`config.mk`:
```
export PLATFORM = sky130hd
export DESIGN_NAME = credit_rr_arbiter
export DESIGN_NICKNAME = d
export VERILOG_FILES = /design/src/rtl/credit_rr_arbiter.sv
export SDC_FILE = /design/constraint.sdc
export NUM_CORES = 1
export LEC_CHECK = 0
export CORE_ASPECT_RATIO = 1.4
export CORE_UTILIZATION = 55
export CTS_BUF_LIST = sky130_fd_sc_hd__clkbuf_8
export DETAILED_ROUTE_END_ITERATION = 10
export GPL_TIMING_DRIVEN = 0
export PLACE_DENSITY = 0.82
export SKIP_LAST_GASP = 1
export SLEW_MARGIN = 20
export SYNTH_ARGS = -nofsm -noshare
export SYNTH_HDL_FRONTEND = slang
export SYNTH_SLANG_ARGS = --single-unit
```
`constraint.sdc`:
```
create_clock -name clk -period 8.8 [get_ports clk]
set_input_delay 1.76 -clock clk [delete_from_list [all_inputs] [get_ports clk]]
set_output_delay 1.76 -clock clk [all_outputs]
set_load 0.01 [all_outputs]
```
`src/rtl/credit_rr_arbiter.sv`:
```
// rtl/credit_rr_arbiter.sv - round-robin arbiter sharing a credit pool, with drain/quiesce FSM
module credit_rr_arbiter #(
    parameter int N_REQ   = 4,
    parameter int CREDITS = 8,
    localparam int CW     = $clog2(CREDITS + 1)
) (
    input  logic             clk,
    input  logic             rst,
    input  logic [N_REQ-1:0] req,
    output logic [N_REQ-1:0] gnt,
    input  logic             ret,
    input  logic             drain_req,
    output logic             drain_done,
    output logic [CW-1:0]    credits,
    output logic             credit_avail,
    output logic             credit_ovf
);

    localparam int PW = (N_REQ > 1) ? $clog2(N_REQ) : 1;
    localparam logic [CW-1:0] FULL = CW'(CREDITS);

    typedef enum logic [1:0] {
        ST_RUN,
        ST_DRAIN,
        ST_DRAINED
    } state_t;

    state_t        state_q, state_d;
    logic [CW-1:0] credits_q, credits_d;
    logic          ovf_q, ovf_d;
    logic [PW-1:0] ptr_q, ptr_d;
    logic          drain_done_q;

    logic [N_REQ-1:0] gnt_sel;
    logic [PW-1:0]    win_idx;
    logic [PW:0]      sum;
    logic [PW-1:0]    idx;
    logic             found;
    logic             grant_en;
    logic             fire;

    // Round-robin search from the pointer, wrapping, first asserted request wins
    always_comb begin
        gnt_sel = '0;
        win_idx = '0;
        found   = 1'b0;
        sum     = '0;
        idx     = '0;
        for (int k = 0; k < N_REQ; k++) begin
            sum = {1'b0, ptr_q} + (PW+1)'(k);
            if (sum >= (PW+1)'(N_REQ)) begin
                sum = sum - (PW+1)'(N_REQ);
            end
            idx = sum[PW-1:0];
            if (!found && req[idx]) begin
                found        = 1'b1;
                gnt_sel[idx] = 1'b1;
                win_idx      = idx;
            end
        end
    end

    // Grants only in RUN, without a pending drain, using the registered credit count
    always_comb begin
        grant_en = !rst && (state_q == ST_RUN) && !drain_req && (credits_q != '0);
        gnt      = grant_en ? gnt_sel : '0;
        fire     = |(req & gnt);
    end

    // Pointer advance, credit up/down with saturation at full, sticky overflow
    always_comb begin
        ptr_d     = ptr_q;
        credits_d = credits_q;
        ovf_d     = ovf_q;
        if (fire) begin
            ptr_d = (win_idx == PW'(N_REQ - 1)) ? '0 : win_idx + PW'(1);
        end
        if (fire && !ret) begin
            credits_d = credits_q - CW'(1);
        end else if (!fire && ret) begin
            if (credits_q == FULL) begin
                ovf_d = 1'b1;
            end else begin
                credits_d = credits_q + CW'(1);
            end
        end
    end

    // Drain FSM next state: wait for the pool to refill before reporting quiesced
    always_comb begin
        state_d = state_q;
        case (state_q)
            ST_RUN: begin
                if (drain_req) state_d = ST_DRAIN;
            end
            ST_DRAIN: begin
                if (!drain_req)              state_d = ST_RUN;
                else if (credits_q == FULL)  state_d = ST_DRAINED;
            end
            ST_DRAINED: begin
                if (!drain_req) state_d = ST_RUN;
            end
            default: state_d = ST_RUN;
        endcase
    end

    // State registers with synchronous reset
    always_ff @(posedge clk) begin
        if (rst) begin
            state_q      <= ST_RUN;
            credits_q    <= FULL;
            ovf_q        <= 1'b0;
            ptr_q        <= '0;
            drain_done_q <= 1'b0;
        end else begin
            state_q      <= state_d;
            credits_q    <= credits_d;
            ovf_q        <= ovf_d;
            ptr_q        <= ptr_d;
            drain_done_q <= (state_d == ST_DRAINED);
        end
    end

    assign credits      = credits_q;
    assign credit_avail = (credits_q != '0);
    assign credit_ovf   = ovf_q;
    assign drain_done   = drain_done_q;

endmodule
```
==> flow_summary.json, run 1 <==
{
  "outcome": "finished, final reports clean",
  "wire_per_inst_um": 15.11,
  "initial_core_util": 0.6050,
  "fin_setup_tns_ns": 0,
  "synth_ff_type": "dfxtp_1",
  "fin_skew_ns": 0.001404,
  "synth_area_leader_cell": "dfxtp_1",
  "cts_setup_buffers": 0,
  "grt_pass1_vias": 1193,
  "clock_path_buffers": 2,
  "track_usage": 0.2547,
  "max-slew-margin-rel": 0.6370,
  "cts_resized": 0,
  "synth_xor_xnor_area_share": 0.02149,
  "muxShareOfSynthArea": 0.1136,
  "path_max_fanout": 10,
  "cp.required_ns": 7.04,
  "drtAntennaViolNets": 0,
  "drc": 0,
  "max_freq_mhz": 170.0,
  "synth_nets": 164,
  "synthArstFlopShare": 0,
  "overflow": 0,
  "finalSetupViolCount": 0,
  "min_period_ns": 5.882,
  "worstSkewPairLatency_ns": 0.24,
  "die_area_sq_mm": 0.002418,
  "yosysWarnings": 0,
  "numCtsBuffers": 3,
  "wl_met1_mm": 1.131,
  "via_per_inst": 6.353,
  "synth_seq_cells": 10,
  "synthAdderAreaFrac": 0.1290,
  "die_w_um": 41.85,
  "clock-sinks": 10,
  "htreeDepth": 1,
  "met3_length_um": 100,
  "avgSynthCellArea_sq_um": 8.489,
  "clk_pin_slew_ns": 0.05,
  "n_antenna_cell": 0,
  "layout.nets": 187,
  "fin_crit_sh": 0.6685,
  "cap_violations": 0,
  "grt_max_degree": 11,
  "top_layer_used": "met4",
  "antenna_found_initial": 0,
  "arrival_ns": 4.12,
  "leakage_uw": 0.0005625,
  "fp.dieH_um": 57.78,
  "start_kind": "primary input",
  "top_level_ports": 19,
  "worst_slew_pin_slew_ns": 0.5420,
  "first_pass_iters": 4,
  "synth_edf_count": 0,
  "cts.hold.buffers_added": 0,
  "num_vias": 1188,
  "drtIter0Drc": 33,
  "wl_met2_mm": 1.474,
  "final_core_util": 0.7344,
  "end_kind": "primary output",
  "synth_top_area_share": 0.1638,
  "powerDensity_mw_per_mm2": 163.3,
  "ir_drop_mv": 0.1895,
  "area_delta_synth_final_pct": 21.39,
  "synthCells": 144,
  "drv_slew": 0,
  "synthTopCellsByArea": "dfxtp_1 (16%), ha_1 (11%), nor2_1 (5.5%), a21oi_1 (4.5%), mux2i_1 (4.1%)",
  "grt_pass1_wl_mm": 4.816,
  "grt_setup_unrepaired": "false",
  "synth_top_family_by_area": "compound AO/OA/AOI/OAI gates",
  "io_buffers": 18,
  "holdWs_ns": 0.4637,
  "root_buffer": "clkbuf_8",
  "row_count": 19,
  "hold_class": "reg -> reg",
  "ys_seq_area_frac": 0.1638,
  "finalHoldViolations": 0,
  "drt-total-wl_mm": 2.825,
  "cts_tree": "built",
  "synth_cell_type_count": 55,
  "syn_area_sq_mm": 0.001222,
  "hpwl_mm": 2.142,
  "final_layout_size_suffix_gt1_frac": 0.1747,
  "yosys.area_share.simple": 0.2139,
  "criticalPathCategory": "in -> out",
  "synth_compound_area_frac": 0.2631,
  "core_area_sq_mm": 0.002021,
  "gp_congestion": 0.8799
}
-- report_power, final --
group | internal [uW] | switching, uW | total, uW
clock network | 39.4 | 18.8 | 58.2
registers | 53.0 | 8.81 | 61.8
logic | 57.3 | 65.1 | 122
total | 150 | 92.7 | 242
-- worst max-delay path, cell delays in order --
cell	delay [ns]
clkdlybuf4s50_1	0.51
buf_6	0.19
nor2_1	0.16
nand4b_1	0.14
o31a_1	0.14
o21ai_0	0.41
a21oi_1	0.14
nor2_1	0.13
clkdlybuf4s50_1	0.55
-- registers in the layout, indices dropped and copies added (netlist names), named ones only --
signal      cells
ptr_q           1
credits         4
credit_ovf      1
drain_done      1
state_q         2
-- cell type report --
class                   count  area (sq um)
fillers                   158         536.8
repair buffers             18         180.2
plain buffers               9         81.33
multi-input cells         117         905.9
flip-flops and latches     10         200.2
inverters                   8         35.03
clock buffers               4         55.05
well taps                  21         26.28
-- cell usage after synthesis (2+ instances only) --
master    number
a21oi_1       11
a221oi_2       2
mux2_2         2
nor3_1         3
nor2_2         2
nand3_1        2
mux2i_1        5
dfxtp_1       10
buf_2          2
inv_1          6
o31ai_1        2
nor3b_1        2
mux2_4         2
o21ai_1        3
nand4b_1       2
nand2b_1       4
nor2b_1        2
ha_1          11
a31oi_1        5
nor2_1        18
buf_6          4
o21ai_0        3
o21a_1         2
nand4_1        4
nand2_1        3
xnor2_1        3
-- cell usage in the layout, fill, tap and decap left out, drive strengths merged, types with 5 or more instances in the layout --
cell	netlist	final
clkdlybuf4s50	0	18
buf	8	8
ha	11	11
nor2	20	20
dfxtp	10	10
clkbuf	1	5
mux2i	6	6
inv	8	8
o21ai	6	6
a21oi	13	13
a31oi	5	5
-- per-layer routing --
| metal | track usage | vias to the layer above |
|---|---|---|
| met2 | 0.4554 | 31 |
| met4 | 0.1935 | 0 |
| li1 | - | 579 |
| met5 | 0 | - |
| met3 | 0.03427 | 13 |
| met1 | 0.2655 | 565 |
-- worst paths after layout --
kind	to	start	slack, ns	depth (start not counted)
setup / recovery	gnt[2]	req[2]	2.92	9
setup reg to reg	credits[3]	flop	4.95	18
hold reg to reg	state_q[0]	state_q[1]	0.46	1
hold / removal	state_q[0]	state_q[1]	0.46	1
-- cell families after synthesis --
kind of cell	after synthesis
multiplexers	11
buffers and inverters	17
AO/OA/AOI/OAI	42
XOR/XNOR	3
flip-flops	10
adder cells (fa/ha/maj)	12
AND/OR/NAND/NOR	49
-- through the flow --
stage	power [uW]	std cells	worst slack (ns)	area [sq um]
final	242.3	187	2.918	1484
after global routing	258.8	187	2.693	1484
after CTS	243.2	187	2.938	1484
after detailed placement	182.6	183	2.947	1429
after global placement	178.8	183	3.015	1429
after floorplan	147.5	144	4.132	1222
(Power assumes the default switching activity.)
==> run 2: changes to the inputs <==
--- a/config.mk
+++ b/config.mk
@@ -6,11 +6,11 @@
 export NUM_CORES = 1
 export LEC_CHECK = 0
 export CORE_ASPECT_RATIO = 1.4
-export CORE_UTILIZATION = 55
+export CORE_UTILIZATION = 50
 export CTS_BUF_LIST = sky130_fd_sc_hd__clkbuf_8
 export DETAILED_ROUTE_END_ITERATION = 10
 export GPL_TIMING_DRIVEN = 0
-export PLACE_DENSITY = 0.82
+export PLACE_DENSITY = 0.79
 export SKIP_LAST_GASP = 1
 export SLEW_MARGIN = 20
 export SYNTH_ARGS = -nofsm -noshare
==> constraint.sdc (replaced) <==
create_clock -name clk -period 5.1 [get_ports clk]
set_input_delay 1.02 -clock clk [delete_from_list [all_inputs] [get_ports clk]]
set_output_delay 1.02 -clock clk [all_outputs]
set_load 0.01 [all_outputs]
==> flow_summary.json, run 2 (same netlist as run 1, synthesis figures left out) <==
{
  "pwr-share-seq": 0.255,
  "cts_tree": "built",
  "fp.dieH_um": 60.51,
  "area_delta_synth_final_pct": 21.49,
  "path_max_fanout": 10,
  "initial_core_util": 0.5428,
  "max_freq_mhz": 228.0,
  "clk_pin_slew_ns": 0.05,
  "top_level_ports": 19,
  "p_sw_frac": 0.3859,
  "criticalPathCategory": "in -> out",
  "grt_setup_unrepaired": "false",
  "final_layout_size_suffix_gt1_frac": 0.1747,
  "nFillCells": 190,
  "die_area_sq_mm": 0.002650,
  "hold_class": "reg -> reg",
  "drc": 0,
  "powerDensity_mw_per_mm2": 283.0,
  "cts_resized": 0,
  "leakage_uw": 0.0005625,
  "hpwl_mm": 2.253,
  "grt_pass1_vias": 1102,
  "cap_violations": 0,
  "gp_congestion": 0.8799,
  "num_vias": 1160,
  "drtIter0Drc": 38,
  "wire_per_inst_um": 15.45,
  "worst_slew_pin_slew_ns": 0.5363,
  "grt_max_degree": 11,
  "worstSkewPairLatency_ns": 0.24,
  "grt_use_met2": 0.4627,
  "track_usage": 0.2434,
  "overflow": 0,
  "drt-total-wl_mm": 2.905,
  "layout.nets": 187,
  "die_w_um": 43.79,
  "clkPwrFrac": 0.244,
  "cell_internal_pwr_uw": 258.1,
  "drtAntennaViolNets": 0,
  "n_antenna_cell": 0,
  "combPwrFrac": 0.501,
  "fin_setup_tns_ns": 0,
  "critPathBufInv": 3,
  "multi_input_area_sq_um": 905.9,
  "grt_pass1_wl_mm": 4.788,
  "drv_slew": 0,
  "antenna_found_initial": 0,
  "via_per_inst": 6.170,
  "use_met1": 0.2427,
  "max_stage_delay_ns": 0.54,
  "cts_setup_buffers": 0,
  "regArea_sq_um": 200.2,
  "first_pass_iters": 4,
  "clock-sinks": 10,
  "min_period_ns": 4.386,
  "start_kind": "primary input",
  "holdWs_ns": 0.4592,
  "fin_crit_sh": 0.8600,
  "htreeDepth": 1,
  "fin_skew_ns": 0.0004368,
  "row_count": 20,
  "grt_util_met3": 0.02679,
  "ir_drop_mv": 0.2604,
  "core_area_sq_mm": 0.002252,
  "clock_path_buffers": 2,
  "max-slew-margin-rel": 0.6408,
  "cp.required_ns": 4.08,
  "layout_common_cells": "nor2_1 (18), clkdlybuf4s50_1 (18), a21oi_1 (11), ha_1 (11), dfxtp_1 (10)",
  "end_kind": "primary output",
  "numCtsBuffers": 3,
  "r2r_slack_ns": 1.15,
  "setup_ws_ns": 0.7142,
  "power_switching_uw": 162.2,
  "outcome": "finished, final reports clean",
  "crit_family": "buffers and inverters",
  "busiest_layer": "met2",
  "largest_reg_flops": 4,
  "finalSetupViolCount": 0,
  "cts.hold.buffers_added": 0,
  "arrival_ns": 3.37,
  "cp_slowest_cell": "clkdlybuf4s50_1",
  "io_buffers": 18,
  "dp_slack_ns": 0.7364,
  "crit_chain": "clkdlybuf4s50_1, buf_6, mux2i_1, mux2i_1, a2111o_1, a21oi_2, a21oi_1, nor2_1, clkdlybuf4s50_1",
  "finalHoldViolations": 0,
  "root_buffer": "clkbuf_8"
}
==> run 2: worst reg2reg max path, delay by kind of cell, from the launching register on <==
kind,cells,cell delay [ns]
compound gates,7,1.31
xor+xnor,1,0.16
fa+ha+maj,3,0.81
buf+inv,4,0.49
flops,1,0.44
mux,2,0.40
simple gates,1,0.20
==> run 2: metrics by stage <==
stage | area [sq um] | power (uW) | utilization | std cells
final | 1485 | 420.4 | 0.6594 | 188
after global routing | 1485 | 445.0 | 0.6594 | 188
after CTS | 1485 | 420.1 | 0.6594 | 188
after detailed placement | 1430 | 316.5 | 0.6350 | 184
after global placement | 1430 | 309.0 | 0.6350 | 184
after floorplan | 1222 | 254.5 | - | 144
==> run 2: layout make-up <==
class | count | share of cell area
Inverter | 8 | 0.02359
Timing Repair Buffer | 18 | 0.1213
Multi-Input combinational cell | 117 | 0.6099
Tap cell | 22 | 0.01853
Clock buffer | 4 | 0.03707
Sequential cell | 10 | 0.1348
Buffer | 9 | 0.05476
==> run 2: worst paths after layout <==
kind	end	depth (start not counted)	from
max	gnt[1]	9	req[3]
min reg2reg	state_q[0]	1	state_q[1]
max reg2reg	credits[3]	18	flop
min	state_q[0]	1	state_q[1]
==> run 2: power by group through the flow <==
| stage | clock, uW | combinational [uW] | sequential [uW] |
|---|---|---|---|
| 2_1_floorplan | 0 | 145 | 109 |
| 3_3_place_gp | 0 | 202 | 107 |
| 3_5_place_dp | 0 | 209 | 108 |
| 4_1_cts | 103 | 210 | 107 |
| 5_1_grt | 106 | 231 | 109 |
| 6_report | 103 | 211 | 107 |
==> run 2: metal layers <==
layer | routed length [um] | up-vias
li1 | - | 573
met1 | 1102 | 545
met2 | 1608 | 32
met3 | 85 | 10
met4 | 109 | 0
met5 | 0 | -
==> run 3: changes to the inputs <==
--- a/config.mk
+++ b/config.mk
@@ -12,7 +12,6 @@
 export GPL_TIMING_DRIVEN = 0
 export PLACE_DENSITY = 0.79
 export SKIP_LAST_GASP = 1
-export SLEW_MARGIN = 20
 export SYNTH_ARGS = -nofsm -noshare
 export SYNTH_HDL_FRONTEND = slang
 export SYNTH_SLANG_ARGS = --single-unit
==> results of run 3 <==
Final layout, timing and power as in run 2 (identical DEF).
